<file path="config.mk">
export PLATFORM = sky130hd
export DESIGN_NAME = can_apb_master_flat
export DESIGN_NICKNAME = d
export VERILOG_FILES = /design/src/rtl/can_apb_master_pkg.sv /design/src/rtl/can_apb_master_if.sv /design/src/rtl/can_apb_master.sv /design/src/flat_wrapper.sv
export SDC_FILE = /design/constraint.sdc
export NUM_CORES = 1
export LEC_CHECK = 0
export ABC_AREA = 0
export BUFFER_PORTS_ARGS = -buffer_cell sky130_fd_sc_hd__clkbuf_2
export CAP_MARGIN = 20
export CORE_AREA = 4 4 80 82
export CTS_CLUSTER_DIAMETER = 30
export DETAILED_ROUTE_END_ITERATION = 6
export DIE_AREA = 0 0 84 86
export PLACE_DENSITY = 0.7
export REMOVE_ABC_BUFFERS = 1
export SLEW_MARGIN = 0
export SYNTH_ARGS = -nofsm -noshare
export SYNTH_HDL_FRONTEND = slang
export SYNTH_SLANG_ARGS = --single-unit
export TNS_END_PERCENT = 100
</file>
<file path="constraint.sdc">
create_clock -name aclk -period 1.8 [get_ports aclk]
set_input_delay 0.36 -clock aclk [delete_from_list [all_inputs] [get_ports aclk]]
set_output_delay 0.36 -clock aclk [all_outputs]
set_load 0.02 [all_outputs]
</file>
<file path="src/rtl/can_apb_master_pkg.sv">
// Shared types and constants for the CAN-side APB initiator.
package can_apb_pkg;

    typedef enum logic [1:0] {
        IDLE   = 2'd0,
        SETUP  = 2'd1,
        ACCESS = 2'd2,
        RESP   = 2'd3
    } apb_mst_state_t;

    // Registers are word-spaced in the CAN window.
    localparam int         REG_ADDR_LSB = 2;
    localparam logic [3:0] PSTRB_BYTE0  = 4'b0001;

    // Payload returned on the response channel.
    typedef struct packed {
        logic [7:0] rdata;
        logic       err;
        logic       timeout;
    } apb_rsp_t;

    // Byte offset of register idx inside the CAN window.
    function automatic logic [31:0] reg_offset(input logic [7:0] idx);
        return 32'(idx) << REG_ADDR_LSB;
    endfunction

endpackage

</file>
<file path="src/rtl/can_apb_master_if.sv">
// APB3/APB4 bus between the initiator and the CAN controller register port.
interface can_apb_master_if;

    logic [31:0] paddr;
    logic        psel;
    logic        penable;
    logic        pwrite;
    logic [31:0] pwdata;
    logic [3:0]  pstrb;
    logic [2:0]  pprot;
    logic [31:0] prdata;
    logic        pready;
    logic        pslverr;

    modport master (
        output paddr, psel, penable, pwrite, pwdata, pstrb, pprot,
        input  prdata, pready, pslverr
    );

    modport slave (
        input  paddr, psel, penable, pwrite, pwdata, pstrb, pprot,
        output prdata, pready, pslverr
    );

endinterface

</file>
<file path="src/rtl/can_apb_master.sv">
// Single-outstanding APB initiator: byte-wide register commands in,
// one APB transfer each, response (rdata / err / timeout) out.
module can_apb_master
    import can_apb_pkg::*;
#(
    parameter logic [31:0] BASE_ADDR      = 32'h0000_0000,
    parameter int          TIMEOUT_CYCLES = 16,
    parameter logic [2:0]  PPROT_VAL      = 3'b000
) (
    input  logic       aclk,
    input  logic       arstn,

    input  logic       cmd_valid_i,
    output logic       cmd_ready_o,
    input  logic       cmd_write_i,
    input  logic [7:0] cmd_reg_i,
    input  logic [7:0] cmd_wdata_i,

    output logic       rsp_valid_o,
    input  logic       rsp_ready_i,
    output logic [7:0] rsp_rdata_o,
    output logic       rsp_err_o,
    output logic       rsp_timeout_o,

    output logic       busy_o,

    can_apb_master_if.master m_apb
);

    // Counter just wide enough to reach TIMEOUT_CYCLES; a 1-bit stub when disabled.
    localparam int             CNT_W      = (TIMEOUT_CYCLES > 0) ? $clog2(TIMEOUT_CYCLES + 1) : 1;
    localparam bit             TIMEOUT_EN = (TIMEOUT_CYCLES != 0);
    localparam logic [CNT_W-1:0] CNT_LAST = (TIMEOUT_CYCLES > 0) ? CNT_W'(TIMEOUT_CYCLES - 1) : '0;
    localparam logic [CNT_W-1:0] CNT_MAX  = '1;

    apb_mst_state_t   state;
    logic [CNT_W-1:0] wait_cnt;
    apb_rsp_t         rsp;
    logic             rsp_valid;
    logic             busy;

    logic [31:0]      paddr;
    logic             psel;
    logic             penable;
    logic             pwrite;
    logic [31:0]      pwdata;
    logic [3:0]       pstrb;

    // Only the low byte of read data carries a CAN register value.
    logic             prdata_hi_unused;
    assign prdata_hi_unused = ^m_apb.prdata[31:8];

    // Transfer sequencer: accept, SETUP, ACCESS with wait/timeout, hold response.
    always_ff @(posedge aclk) begin
        if (!arstn) begin
            state     <= IDLE;
            wait_cnt  <= '0;
            rsp       <= '0;
            rsp_valid <= 1'b0;
            busy      <= 1'b0;
            paddr     <= '0;
            psel      <= 1'b0;
            penable   <= 1'b0;
            pwrite    <= 1'b0;
            pwdata    <= '0;
            pstrb     <= '0;
        end else begin
            case (state)
                IDLE: begin
                    if (cmd_valid_i) begin
                        paddr   <= BASE_ADDR + reg_offset(cmd_reg_i);
                        pwrite  <= cmd_write_i;
                        pwdata  <= {24'h0, cmd_wdata_i};
                        pstrb   <= cmd_write_i ? PSTRB_BYTE0 : 4'b0000;
                        psel    <= 1'b1;
                        penable <= 1'b0;
                        busy    <= 1'b1;
                        state   <= SETUP;
                    end
                end

                SETUP: begin
                    penable  <= 1'b1;
                    wait_cnt <= '0;
                    state    <= ACCESS;
                end

                ACCESS: begin
                    if (m_apb.pready) begin
                        // A ready slave always beats a coincident timeout.
                        psel        <= 1'b0;
                        penable     <= 1'b0;
                        rsp.rdata   <= pwrite ? 8'h00 : m_apb.prdata[7:0];
                        rsp.err     <= m_apb.pslverr;
                        rsp.timeout <= 1'b0;
                        rsp_valid   <= 1'b1;
                        state       <= RESP;
                    end else begin
                        if (wait_cnt != CNT_MAX) begin
                            wait_cnt <= wait_cnt + CNT_W'(1);
                        end
                        if (TIMEOUT_EN && (wait_cnt == CNT_LAST)) begin
                            psel        <= 1'b0;
                            penable     <= 1'b0;
                            rsp.rdata   <= 8'h00;
                            rsp.err     <= 1'b1;
                            rsp.timeout <= 1'b1;
                            rsp_valid   <= 1'b1;
                            state       <= RESP;
                        end
                    end
                end

                RESP: begin
                    if (rsp_ready_i) begin
                        rsp_valid <= 1'b0;
                        busy      <= 1'b0;
                        state     <= IDLE;
                    end
                end

                default: begin
                    psel    <= 1'b0;
                    penable <= 1'b0;
                    busy    <= 1'b0;
                    state   <= IDLE;
                end
            endcase
        end
    end

    assign cmd_ready_o   = (state == IDLE);
    assign busy_o        = busy;
    assign rsp_valid_o   = rsp_valid;
    assign rsp_rdata_o   = rsp.rdata;
    assign rsp_err_o     = rsp.err;
    assign rsp_timeout_o = rsp.timeout;

    assign m_apb.paddr   = paddr;
    assign m_apb.psel    = psel;
    assign m_apb.penable = penable;
    assign m_apb.pwrite  = pwrite;
    assign m_apb.pwdata  = pwdata;
    assign m_apb.pstrb   = pstrb;
    assign m_apb.pprot   = PPROT_VAL;

endmodule

</file>
<file path="src/flat_wrapper.sv">
// flat-port wrapper written by rule: the top's interface ports become plain ports
module can_apb_master_flat import can_apb_pkg::*;
#(
    parameter logic [31:0] BASE_ADDR      = 32'h0000_0000,
    parameter int          TIMEOUT_CYCLES = 16,
    parameter logic [2:0]  PPROT_VAL      = 3'b000
)
  (aclk, arstn, cmd_valid_i, cmd_ready_o, cmd_write_i, cmd_reg_i, cmd_wdata_i, rsp_valid_o, rsp_ready_i, rsp_rdata_o, rsp_err_o, rsp_timeout_o, busy_o, m_apb_paddr, m_apb_psel, m_apb_penable, m_apb_pwrite, m_apb_pwdata, m_apb_pstrb, m_apb_pprot, m_apb_prdata, m_apb_pready, m_apb_pslverr);
  can_apb_master_if m_apb_i ();
  input  logic aclk;
  input  logic arstn;
  input  logic cmd_valid_i;
  output logic cmd_ready_o;
  input  logic cmd_write_i;
  input  logic [7:0] cmd_reg_i;
  input  logic [7:0] cmd_wdata_i;
  output logic rsp_valid_o;
  input  logic rsp_ready_i;
  output logic [7:0] rsp_rdata_o;
  output logic rsp_err_o;
  output logic rsp_timeout_o;
  output logic busy_o;
  output wire logic [$bits(m_apb_i.paddr)-1:0] m_apb_paddr;
  output wire logic [$bits(m_apb_i.psel)-1:0] m_apb_psel;
  output wire logic [$bits(m_apb_i.penable)-1:0] m_apb_penable;
  output wire logic [$bits(m_apb_i.pwrite)-1:0] m_apb_pwrite;
  output wire logic [$bits(m_apb_i.pwdata)-1:0] m_apb_pwdata;
  output wire logic [$bits(m_apb_i.pstrb)-1:0] m_apb_pstrb;
  output wire logic [$bits(m_apb_i.pprot)-1:0] m_apb_pprot;
  input wire logic [$bits(m_apb_i.prdata)-1:0] m_apb_prdata;
  input wire logic [$bits(m_apb_i.pready)-1:0] m_apb_pready;
  input wire logic [$bits(m_apb_i.pslverr)-1:0] m_apb_pslverr;
  assign m_apb_paddr = m_apb_i.paddr;
  assign m_apb_psel = m_apb_i.psel;
  assign m_apb_penable = m_apb_i.penable;
  assign m_apb_pwrite = m_apb_i.pwrite;
  assign m_apb_pwdata = m_apb_i.pwdata;
  assign m_apb_pstrb = m_apb_i.pstrb;
  assign m_apb_pprot = m_apb_i.pprot;
  assign m_apb_i.prdata = m_apb_prdata;
  assign m_apb_i.pready = m_apb_pready;
  assign m_apb_i.pslverr = m_apb_pslverr;
  can_apb_master #(.BASE_ADDR(BASE_ADDR), .TIMEOUT_CYCLES(TIMEOUT_CYCLES), .PPROT_VAL(PPROT_VAL)) u_core (.aclk(aclk), .arstn(arstn), .cmd_valid_i(cmd_valid_i), .cmd_ready_o(cmd_ready_o), .cmd_write_i(cmd_write_i), .cmd_reg_i(cmd_reg_i), .cmd_wdata_i(cmd_wdata_i), .rsp_valid_o(rsp_valid_o), .rsp_ready_i(rsp_ready_i), .rsp_rdata_o(rsp_rdata_o), .rsp_err_o(rsp_err_o), .rsp_timeout_o(rsp_timeout_o), .busy_o(busy_o), .m_apb(m_apb_i));
endmodule
</file>
==> metrics.md, run 1 <==
| Metric | Value |
|---|---|
| Maximum vdd drop | `0.641 mV` |
| DRC Markers | `0` |
| Setup TNS | `0 ns` |
| Tightest Hold Check Type | `in2reg` |
| PwrDens | `1140 nW/um^2` |
| Setup CP Type | `reg2reg` |
| Clk_lat worst skew | `0.28 ns` |
| Cell Area, Synth | `2060 um^2` |
| Seq/Total Area, Yosys | `36.9%` |
| Overflow after GRT | `0` |
| Vias per inst | `4.32` |
| Layout cells sized above 1 | `30.2%` |
| Final number of hold-violating endpoints | `0` |
| P_leak | `1.21 nW` |
| Worst setup margin | `0.0458 ns` |
| Clock sinks | `38` |
| Min Hold Slack | `0.288 ns` |
| Syn Area/Cell | `8.32 um^2` |
| Core box area | `5750 um^2` |
| Routed wire per std cell | `11.3 um` |
| Clk slew on worst S/H paths | `0.07 ns` |
| First DRT Iteration DRCs | `58` |
| Asr flop ratio synth | `0%` |
| Met3 Use GR | `4.03%` |
| Clk_skew | `0.00473 ns` |
| Yosys warnings | `0` |
| Die Height | `86 um` |
| Area leader, netlist | `dfxtp_1` |
| Count leader, synth | `buf_4` |
| Yosys reg bits | `38` |
| Multi-input combinational cell area | `1070 um^2` |
| Most common library cells after synthesis | `55 x buf_4, 50 x nand2_1, 38 x dfxtp_1` |
| Ys flop type | `dfxtp_1` |
| H-tree Lvls | `2` |
| Die Wd | `84 um` |
| CTS Buf Count | `5` |
| Met2 Resource Use GR | `22.6%` |
| Crit. End Element | `register` |
| Status | `completed` |
| Placer congestion estimate | `0.801` |
| CTS tree | `built` |
| Clock root buffer | `clkbuf_8` |
| Share of the synthesized area in the top cell type | `36.9%` |
| Max-Cap Viols | `0` |
| FF/Latch Area | `763 um^2` |
| Layout fillers | `603` |
| Final Max Tran Viols | `0` |
| Clock Tree Buf Depth | `2` |
| Startpoint types | `register` |
| Post-Synthesis Cells | `248` |
| Post-DRT Antenna Nets | `0` |
| Row count | `28` |
| Fmax | `0.570 GHz` |
| Die area | `7220 um^2` |
| First-pass GRT wire length | `7240 um` |
| Number of synthesized flops with an enable pin | `0` |
| Dpl ws | `-0.143 ns` |
| Drt first pass iters | `4` |
| Critical Path RT | `2.02 ns` |
| Area Overhead vs Synth | `21.2%` |
| Synth unique cells | `32` |
| Initial antenna violation count | `0` |
| Gr usage total | `12.2%` |
| Gr busiest metal | `met2` |
| N_diodes | `0` |
| Pwr Total | `2.85 mW` |
| Initial core utilization | `35.9%` |
| Clock period minus worst slack | `1.75 ns` |
| Final worst path period share | `97.5%` |
| # setup viols final | `0` |
| Largest net degree at the start of global routing | `26` |
| # nets final | `383` |
| Largest fanout on the critical path | `6` |
| Via count of the routed design | `1710` |
| Hpwl dp | `3360 um` |
| Largest cells by area after synthesis | `dfxtp_1 37%, buf_4 20%, nand2_1 9.1%` |
| I/O pin cnt | `142` |
| Met1 GRT Util | `13.0%` |
| Post-Route WL | `4460 um` |
| Data arrival time of the worst path | `1.97 ns` |
| RSZ-0062 raised after global routing | `yes` |
| Vias in the first global route | `1592` |
| Buffers on Ports | `63` |
-- power breakdown --
part / internal [mW] / switching, mW / leakage [nW]
logic: 0.381 / 0.689 / 0.851
registers: 0.980 / 0.0888 / 0.311
clock network: 0.415 / 0.295 / 0.0524
total: 1.78 / 1.07 / 1.21
-- timing repair --
item                                    in CTS  in global routing
endpoints found under the hold margin        0                  0
pin swaps                                    6                  3
endpoints found under the setup margin       5                 25
setup buffers                                2                  1
hold buffers                                 0                  0
resized for setup                            8                  7
-- critical path, cell delays in order, from the launching register on --
cell and delay (ns):
dfxtp_2 0.34, ha_4 0.16, and3_4 0.18, ha_4 0.15, or3b_4 0.40, or3_1 0.32
a21oi_1 0.14
-- worst paths after layout --
| check | from | endpoint | slack, ns | cells past startpoint |
|---|---|---|---|---|
| worst max register to register | u_core.wait_cnt[1]$_SDFFE_PN0P_ | u_core.wait_cnt[2]$_SDFFE_PN0P_ | 0.05 | 6 |
| worst max-delay path | u_core.wait_cnt[1]$_SDFFE_PN0P_ | u_core.wait_cnt[2]$_SDFFE_PN0P_ | 0.05 | 6 |
| worst min register to register | u_core.rsp_rdata_o[3]$_SDFFE_PN0P_ | u_core.rsp_rdata_o[3]$_SDFFE_PN0P_ | 0.45 | 2 |
| worst min-delay path | cmd_wdata_i[0] | u_core.m_apb.pwdata[0]$_SDFFE_PN0P_ | 0.29 | 3 |
-- per-stage QoR --
step / cells / util, % / instance area (um^2)
6_report: 396 / 43.5 / 2500
5_1_grt: 396 / 43.5 / 2500
2_1_floorplan: 234 / - / 1800
3_5_place_dp: 385 / 40.4 / 2320
4_1_cts: 395 / 43.1 / 2470
3_3_place_gp: 385 / 40.4 / 2320
-- final cells by class --
type / instances / area share (%)
timing repair buffer: 79 / 17.9
clock buffer: 7 / 3.05
tap: 75 / 3.75
multi-input combinational: 191 / 42.8
sequential: 38 / 30.5
inverter: 5 / 0.750
clock inverter: 1 / 1.20
-- cell usage in the layout, fill, tap and decap left out, types with 3 or more instances in the layout --
cell type  instances
clkbuf_2          63
conb_1            54
nand2_1           50
dfxtp_1           36
a21boi_1          18
buf_4             15
a21boi_0          11
nand3_1           11
inv_1              5
ha_1               5
clkbuf_8           5
o21ai_0            4
nor2_1             4
nor2b_1            3
o21a_1             3
-- logic make-up (layout without fill, tap and decap cells) --
logic type	after synthesis	after routing	share of synthesized area, %
AO/OA/AOI/OAI	49	49	17.3
multiplexers	1	1	0.485
buffers and inverters	72	92	23.3
flip-flops	38	38	36.9
AND/OR/NAND/NOR	79	79	16.9
adder cells (fa/ha/maj)	8	8	4.85
other	1	54	0.182
-- state kept, by name, summed over array words and instances (netlist names) --
name / count
u_core.m_apb.penable: 1
u_core.m_apb.pwdata: 8
u_core.m_apb.psel: 1
u_core.m_apb.paddr: 8
u_core.wait_cnt: 5
u_core.m_apb.pstrb: 1
u_core.rsp_err_o: 1
u_core.rsp_timeout_o: 1
u_core.rsp_valid_o: 1
u_core.busy_o: 1
u_core.rsp_rdata_o: 8
u_core.state: 2
-- layer usage --
layer	wire length, um	share of wire (%)	up-vias
li1	-	-	846
met1	1670	37	778
met2	2320	52	80
met3	418	9.4	6
met4	54	1.2	0
met5	0	0	-
Power figures use the tool's default switching activity.
==> run 2, diff against run 1 <==
--- a/config.mk
+++ b/config.mk
@@ -8,11 +8,11 @@
 export ABC_AREA = 0
 export BUFFER_PORTS_ARGS = -buffer_cell sky130_fd_sc_hd__clkbuf_2
 export CAP_MARGIN = 20
-export CORE_AREA = 4 4 80 82
+export CORE_AREA = 4 4 82 84
 export CTS_CLUSTER_DIAMETER = 30
 export DETAILED_ROUTE_END_ITERATION = 6
-export DIE_AREA = 0 0 84 86
-export PLACE_DENSITY = 0.7
+export DIE_AREA = 0 0 86 88
+export PLACE_DENSITY = 0.67
 export REMOVE_ABC_BUFFERS = 1
 export SLEW_MARGIN = 0
 export SYNTH_ARGS = -nofsm -noshare
==> run 2 against run 1 <==
Die area increased by 4.8%; sequential share of layout area up 0.81 points; critical endpoint unchanged; setup slack got worse by 0.038 ns; sequential power is essentially flat; via count fell by 3.3%; count of clock-buffer cells in the layout is the same; highest routed layer unchanged; design area fell by 2.6%; power shrank 5.0%; non-clock buffer count down 4; worst hold slack improved by 0.0017 ns; first-iteration DRC count rose by 10%.
==> metrics.md, run 2 (synthesis results as in run 1) <==
| Metric | Value |
|---|---|
| P_leak | `1.18 nW (was 1.21 nW)` |
| First-pass GRT wire length | `6820 um (was 7240 um)` |
| Die area | `7570 um^2 (was 7220 um^2)` |
| Via count of the routed design | `1654 (was 1710)` |
| Wire length on met3 | `416 um (was 418 um)` |
| M1 wire length | `1780 um (was 1670 um)` |
| I/O pin cnt | `142 (unchanged)` |
| DRC Markers | `0 (unchanged)` |
| Placed inst area | `2280 um^2 (was 2320 um^2)` |
| Gr usage total | `11.4% (was 12.2%)` |
| Min Hold Slack | `0.289 ns (was 0.288 ns)` |
| Hold_buf cts | `0 (unchanged)` |
| Max layer used | `met4 (unchanged)` |
| Post-route core utilization | `41.1% (was 43.5%)` |
| Slowest cell on the critical path | `or3b_4 (unchanged)` |
| Layout cells sized above 1 | `29.0% (was 30.2%)` |
| Clock period minus worst slack | `1.79 ns (was 1.75 ns)` |
| CP peak stage delay | `0.41 ns (was 0.40 ns)` |
| Final Max Tran Viols | `0 (unchanged)` |
| Status | `completed (unchanged)` |
| Drt first pass iters | `4 (unchanged)` |
| Clock sinks | `38 (unchanged)` |
| Vias per inst | `4.22 (was 4.32)` |
| Post-DRT Antenna Nets | `0 (unchanged)` |
| Pwr Total | `2.70 mW (was 2.85 mW)` |
| Buffers on Ports | `63 (unchanged)` |
| Post-Route WL | `4360 um (was 4460 um)` |
| Largest net degree at the start of global routing | `29 (was 26)` |
| Row count | `28 (unchanged)` |
| Most used cell, CP | `ha_4 (unchanged)` |
| Startpoint types | `register (unchanged)` |
| Clk_skew | `0.00694 ns (was 0.00473 ns)` |
| CTS tree | `built (unchanged)` |
| H-tree Lvls | `2 (unchanged)` |
| # nets final | `379 (was 383)` |
| CTS Buf Count | `5 (unchanged)` |
| Placer congestion estimate | `0.741 (was 0.801)` |
| Data arrival time of the worst path | `2.02 ns (was 1.97 ns)` |
| Setup TNS | `0 ns (unchanged)` |
| Commonest non-fill, non-tap cell in the layout | `clkbuf_2 (unchanged)` |
| Initial antenna violation count | `0 (unchanged)` |
| Maximum vdd drop | `0.590 mV (was 0.641 mV)` |
| Area Overhead vs Synth | `18.1% (was 21.2%)` |
| Clk slew on worst S/H paths | `0.07 ns (about the same)` |
| N_diodes | `0 (unchanged)` |
| First DRT Iteration DRCs | `64 (was 58)` |
| Hold Path Cell Cnt | `3 (unchanged)` |
| PwrDens | `1110 nW/um^2 (was 1140 nW/um^2)` |
| Commonest cells after routing, fill and taps aside | `63 x clkbuf_2, 54 x conb_1, 50 x nand2_1 (unchanged)` |
| Die Wd | `86 um (was 84 um)` |
| Largest fanout on the critical path | `8 (was 6)` |
| R2R depth | `6 (unchanged)` |
| Hpwl dp | `3310 um (was 3360 um)` |
| Core box area | `5920 um^2 (was 5750 um^2)` |
| Crit. End Element | `register (unchanged)` |
| Vias in the first global route | `1501 (was 1592)` |
| Die Height | `88 um (was 86 um)` |
| Tightest Hold Check Type | `in2reg (unchanged)` |
| Met2 routed WL | `2120 um (was 2320 um)` |
| Layout fillers | `630 (was 603)` |
| Slew HR | `64.3%` |
| Critical Path RT | `2.03 ns (was 2.02 ns)` |
| Setup CP Type | `reg2reg (unchanged)` |
| Routed wire per std cell | `11.1 um (was 11.3 um)` |
| Initial core utilization | `34.8% (was 35.9%)` |
| RSZ-0062 raised after global routing | `yes (unchanged)` |
| Clock root buffer | `clkbuf_8 (unchanged)` |
| Overflow after GRT | `0 (unchanged)` |
| Worst-path cell chain | `ha_4, and3_4, ha_4, or3b_4, or3_4, a21oi_2 (was ha_4, and3_4, ha_4, or3b_4, or3_1, a21oi_1)` |
| Post-Layout Inst Area | `2440 um^2 (was 2500 um^2)` |
| Clock Tree Buf Depth | `2 (unchanged)` |
| Max-Cap Viols | `0 (unchanged)` |
| # setup viols final | `0 (unchanged)` |
| Slew @ Worst Pin | `0.535 ns` |
| Fmax | `0.558 GHz (was 0.570 GHz)` |
| Clk_lat worst skew | `0.28 ns (about the same)` |
| Final number of hold-violating endpoints | `0 (unchanged)` |
| Final worst path period share | `99.5% (was 97.5%)` |
==> run 2: cell types whose count changed in the layout (fill, tap and decap cells not counted), sizes merged <==
cell    delta
buf        -4
bufinv     -1
clkinv     +1
==> run 2: worst max-delay path, delay by kind of cell (launching register included) <==
kind            cells  cell delay [ns]
simple gates        3             0.98
flops               1             0.34
compound gates      1             0.11
fa+ha+maj           2             0.30
==> run 2: through the flow <==
stage / setup WS [ns] / cells
after floorplan: -0.0549 / 234
after global placement: -0.138 / 382
after detailed placement: -0.161 / 382
after CTS: -0.0147 / 392
after global routing: -0.0376 / 392
final: 0.00812 / 392
==> run 2: worst paths after layout <==
| kind | end | startpoint | slack (ns) |
|---|---|---|---|
| max | u_core.wait_cnt[2]$_SDFFE_PN0P_ | u_core.wait_cnt[0]$_SDFFE_PN0P_ | 0.008 |
| min reg2reg | u_core.rsp_rdata_o[5]$_SDFFE_PN0P_ | u_core.rsp_rdata_o[5]$_SDFFE_PN0P_ | 0.45 |
| min | u_core.m_apb.paddr[6]$_SDFFE_PN0P_ | cmd_reg_i[4] | 0.29 |
| max reg2reg | u_core.wait_cnt[2]$_SDFFE_PN0P_ | u_core.wait_cnt[0]$_SDFFE_PN0P_ | 0.008 |
==> run 2: where the power goes <==
group	total [mW]	switching, mW	internal [mW]
clock	0.591	0.282	0.309
sequential	1.07	0.0932	0.981
combinational	1.04	0.682	0.357
total	2.70	1.06	1.65
==> run 2: layout make-up <==
type	instances	area (um^2)	area share [%]
multi-input combinational	191	1060	43.7
sequential	38	763	31.3
timing repair buffer	75	405	16.6
tap	75	93.8	3.85
clock buffer	7	86.3	3.54
inverter	5	18.8	0.770
clock inverter	1	5.00	0.205
==> run 2: timing repair <==
action	CTS	global route
hold endpoints to repair	0	0
gates resized for setup	8	6
buffers inserted	2	0
pin swaps	5	1
setup endpoints to repair	4	20
cloned	0	0
==> run 2: layer usage <==
layer  GRT usage (%)  up-vias
li1                -      837
met1            12.9      743
met2            20.1       69
met3            3.67        5
met4            3.88        0
met5               0        -
==> run 3, diff against run 2 <==
--- a/config.mk
+++ b/config.mk
@@ -12,7 +12,7 @@
 export CTS_CLUSTER_DIAMETER = 30
 export DETAILED_ROUTE_END_ITERATION = 6
 export DIE_AREA = 0 0 86 88
-export PLACE_DENSITY = 0.67
+export PLACE_DENSITY = 0.64
 export REMOVE_ABC_BUFFERS = 1
 export SLEW_MARGIN = 0
 export SYNTH_ARGS = -nofsm -noshare
==> constraint.sdc (replaced) <==
create_clock -name aclk -period 1.84 [get_ports aclk]
set_input_delay 0.368 -clock aclk [delete_from_list [all_inputs] [get_ports aclk]]
set_output_delay 0.368 -clock aclk [all_outputs]
set_load 0.02 [all_outputs]
==> run 3 against run 2 <==
Clock skew fell by 0.0038 ns; critical path depth did not move; first-iteration DRC count fell by 25%; highest routed layer unchanged; utilization fell by 0.63 points; cell count fell by 1.0%.
==> metrics.md, run 3 (synthesis results as in run 1) <==
| Metric | Value |
|---|---|
| Buffers on Ports | `63 (unchanged)` |
| Vias per inst | `4.21 (was 4.22)` |
| DRC Markers | `0 (unchanged)` |
| Most used cell, CP | `ha_2 (was ha_4)` |
| Maximum vdd drop | `0.468 mV (was 0.590 mV)` |
| Max-Cap Viols | `0 (unchanged)` |
| Clock Tree Buf Depth | `2 (unchanged)` |
| Status | `completed (unchanged)` |
| CTS Buf Count | `5 (unchanged)` |
| Post-Route WL | `4330 um (was 4360 um)` |
| Area Overhead vs Synth | `16.3% (was 18.1%)` |
| Tightest Hold Check Type | `in2reg (unchanged)` |
| # setup viols final | `0 (unchanged)` |
| Core box area | `5920 um^2 (unchanged)` |
| Final worst path period share | `96.3% (was 99.5%)` |
| Slowest cell on the critical path | `or3b_4 (unchanged)` |
| Final Max Tran Viols | `0 (unchanged)` |
| Largest fanout on the critical path | `7 (was 8)` |
| Placer congestion estimate | `0.796 (was 0.741)` |
| First DRT Iteration DRCs | `48 (was 64)` |
| Overflow after GRT | `0 (unchanged)` |
| Setup slack, reg-to-reg | `0.07 ns (was 0.008 ns)` |
| Setup CP Type | `reg2reg (unchanged)` |
| Clock root buffer | `clkbuf_8 (unchanged)` |
| Clk slew on worst S/H paths | `0.07 ns (about the same)` |
| Setup TNS | `0 ns (unchanged)` |
| Fmax | `0.565 GHz (was 0.558 GHz)` |
| PwrDens | `1090 nW/um^2 (was 1110 nW/um^2)` |
| R2R depth | `6 (unchanged)` |
| Commonest non-fill, non-tap cell in the layout | `clkbuf_2 (unchanged)` |
| Initial antenna violation count | `0 (unchanged)` |
| Via count of the routed design | `1632 (was 1654)` |
| Worst-path cell chain | `ha_2, and3_4, ha_2, or3b_4, or3_1, a21oi_1 (was ha_4, and3_4, ha_4, or3b_4, or3_4, a21oi_2)` |
| Hold Path Cell Cnt | `3 (unchanged)` |
| Initial core utilization | `34.8% (unchanged)` |
| RSZ-0062 raised after global routing | `no (was yes)` |
| Placed inst area | `2290 um^2 (was 2280 um^2)` |
| N_diodes | `0 (unchanged)` |
| Gr usage total | `11.4% (unchanged)` |
| Min Hold Slack | `0.298 ns (was 0.289 ns)` |
| First-pass GRT wire length | `6860 um (was 6820 um)` |
| I/O pin cnt | `142 (unchanged)` |
| Die area | `7570 um^2 (unchanged)` |
| Pwr Total | `2.63 mW (was 2.70 mW)` |
| Crit. End Element | `register (unchanged)` |
| Clock sinks | `38 (unchanged)` |
| Final number of hold-violating endpoints | `0 (unchanged)` |
| Routed wire per std cell | `11.1 um (about the same)` |
| Hold_buf cts | `0 (unchanged)` |
| Largest net degree at the start of global routing | `23 (was 29)` |
| Layout fillers | `636 (was 630)` |
| Startpoint types | `register (unchanged)` |
| Post-DRT Antenna Nets | `0 (unchanged)` |
| Clk_lat worst skew | `0.28 ns (about the same)` |
| Hpwl dp | `3320 um (was 3310 um)` |
| CP peak stage delay | `0.41 ns (about the same)` |
| Clk_skew | `0.00319 ns (was 0.00694 ns)` |
| P_leak | `1.17 nW (was 1.18 nW)` |
| Die Wd | `86 um (unchanged)` |
| Data arrival time of the worst path | `1.99 ns (was 2.02 ns)` |
| Row count | `28 (unchanged)` |
| Vias in the first global route | `1505 (was 1501)` |
| H-tree Lvls | `2 (unchanged)` |
| # nets final | `377 (was 379)` |
| Layout cells sized above 1 | `27.5% (was 29.0%)` |
| Post-Layout Inst Area | `2400 um^2 (was 2440 um^2)` |
| Die Height | `88 um (unchanged)` |
| Commonest cells after routing, fill and taps aside | `63 x clkbuf_2, 54 x conb_1, 50 x nand2_1 (unchanged)` |
| Clock period minus worst slack | `1.77 ns (was 1.79 ns)` |
| Critical Path RT | `2.05 ns (was 2.03 ns)` |
| Drt first pass iters | `4 (unchanged)` |
| CTS tree | `built (unchanged)` |
-- run 3: area by class of cell --
| type | instances | area (um^2) | share of cell area [%] |
|---|---|---|---|
| Multi-Input combinational cell | 191 | 1040 | 43.3 |
| Sequential cell | 38 | 762 | 31.8 |
| Timing Repair Buffer | 73 | 403 | 16.8 |
| Tap cell | 75 | 93.8 | 3.91 |
| Clock buffer | 6 | 82.6 | 3.44 |
| Inverter | 5 | 18.8 | 0.782 |
-- run 3: timing repair --
item / CTS / global route
pin swaps: 4 / 1
setup buffers: 1 / 0
resized for setup: 3 / 5
setup endpoints to repair: 4 / 16
-- run 3: worst max-delay path: cells and delay by family (launching register included) --
family                   cells  cell delay [ns]
AO/OA/AOI/OAI                1             0.12
adder cells (fa/ha/maj)      2             0.35
flip-flops                   1             0.33
AND/OR/NAND/NOR              3             0.91
-- run 3: layer usage --
metal / global-route usage, % / vias up / part of all wire, %
met1: 12.7 / 726 / 41
li1: - / 833 / -
met3: 3.86 / 5 / 8.7
met5: 0 / - / 0
met4: 3.45 / 0 / 0.72
met2: 20.4 / 68 / 50
-- run 3: final timing paths --
kind	startpoint	endpoint
max	u_core.wait_cnt[0]$_SDFFE_PN0P_	u_core.wait_cnt[3]$_SDFFE_PN0P_
min	cmd_reg_i[4]	u_core.m_apb.paddr[6]$_SDFFE_PN0P_
max reg2reg	u_core.wait_cnt[0]$_SDFFE_PN0P_	u_core.wait_cnt[3]$_SDFFE_PN0P_
min reg2reg	u_core.rsp_rdata_o[5]$_SDFFE_PN0P_	u_core.rsp_rdata_o[5]$_SDFFE_PN0P_
-- run 3: stage by stage --
stage                     instances  setup slack (ns)  utilization, %
after floorplan                 234           -0.0149               -
after global placement          381           -0.0679            38.7
after detailed placement        381            -0.117            38.7
after CTS                       388            0.0243            40.3
after global routing            388           0.00484            40.5
final                           388            0.0686            40.5
-- run 3: power breakdown --
part / switching [mW] / total, mW / leakage [nW] / internal, mW
sequential: 0.0842 / 1.04 / 0.311 / 0.959
combinational: 0.671 / 1.02 / 0.816 / 0.353
clock: 0.270 / 0.559 / 0.0431 / 0.289
total: 1.03 / 2.63 / 1.17 / 1.60
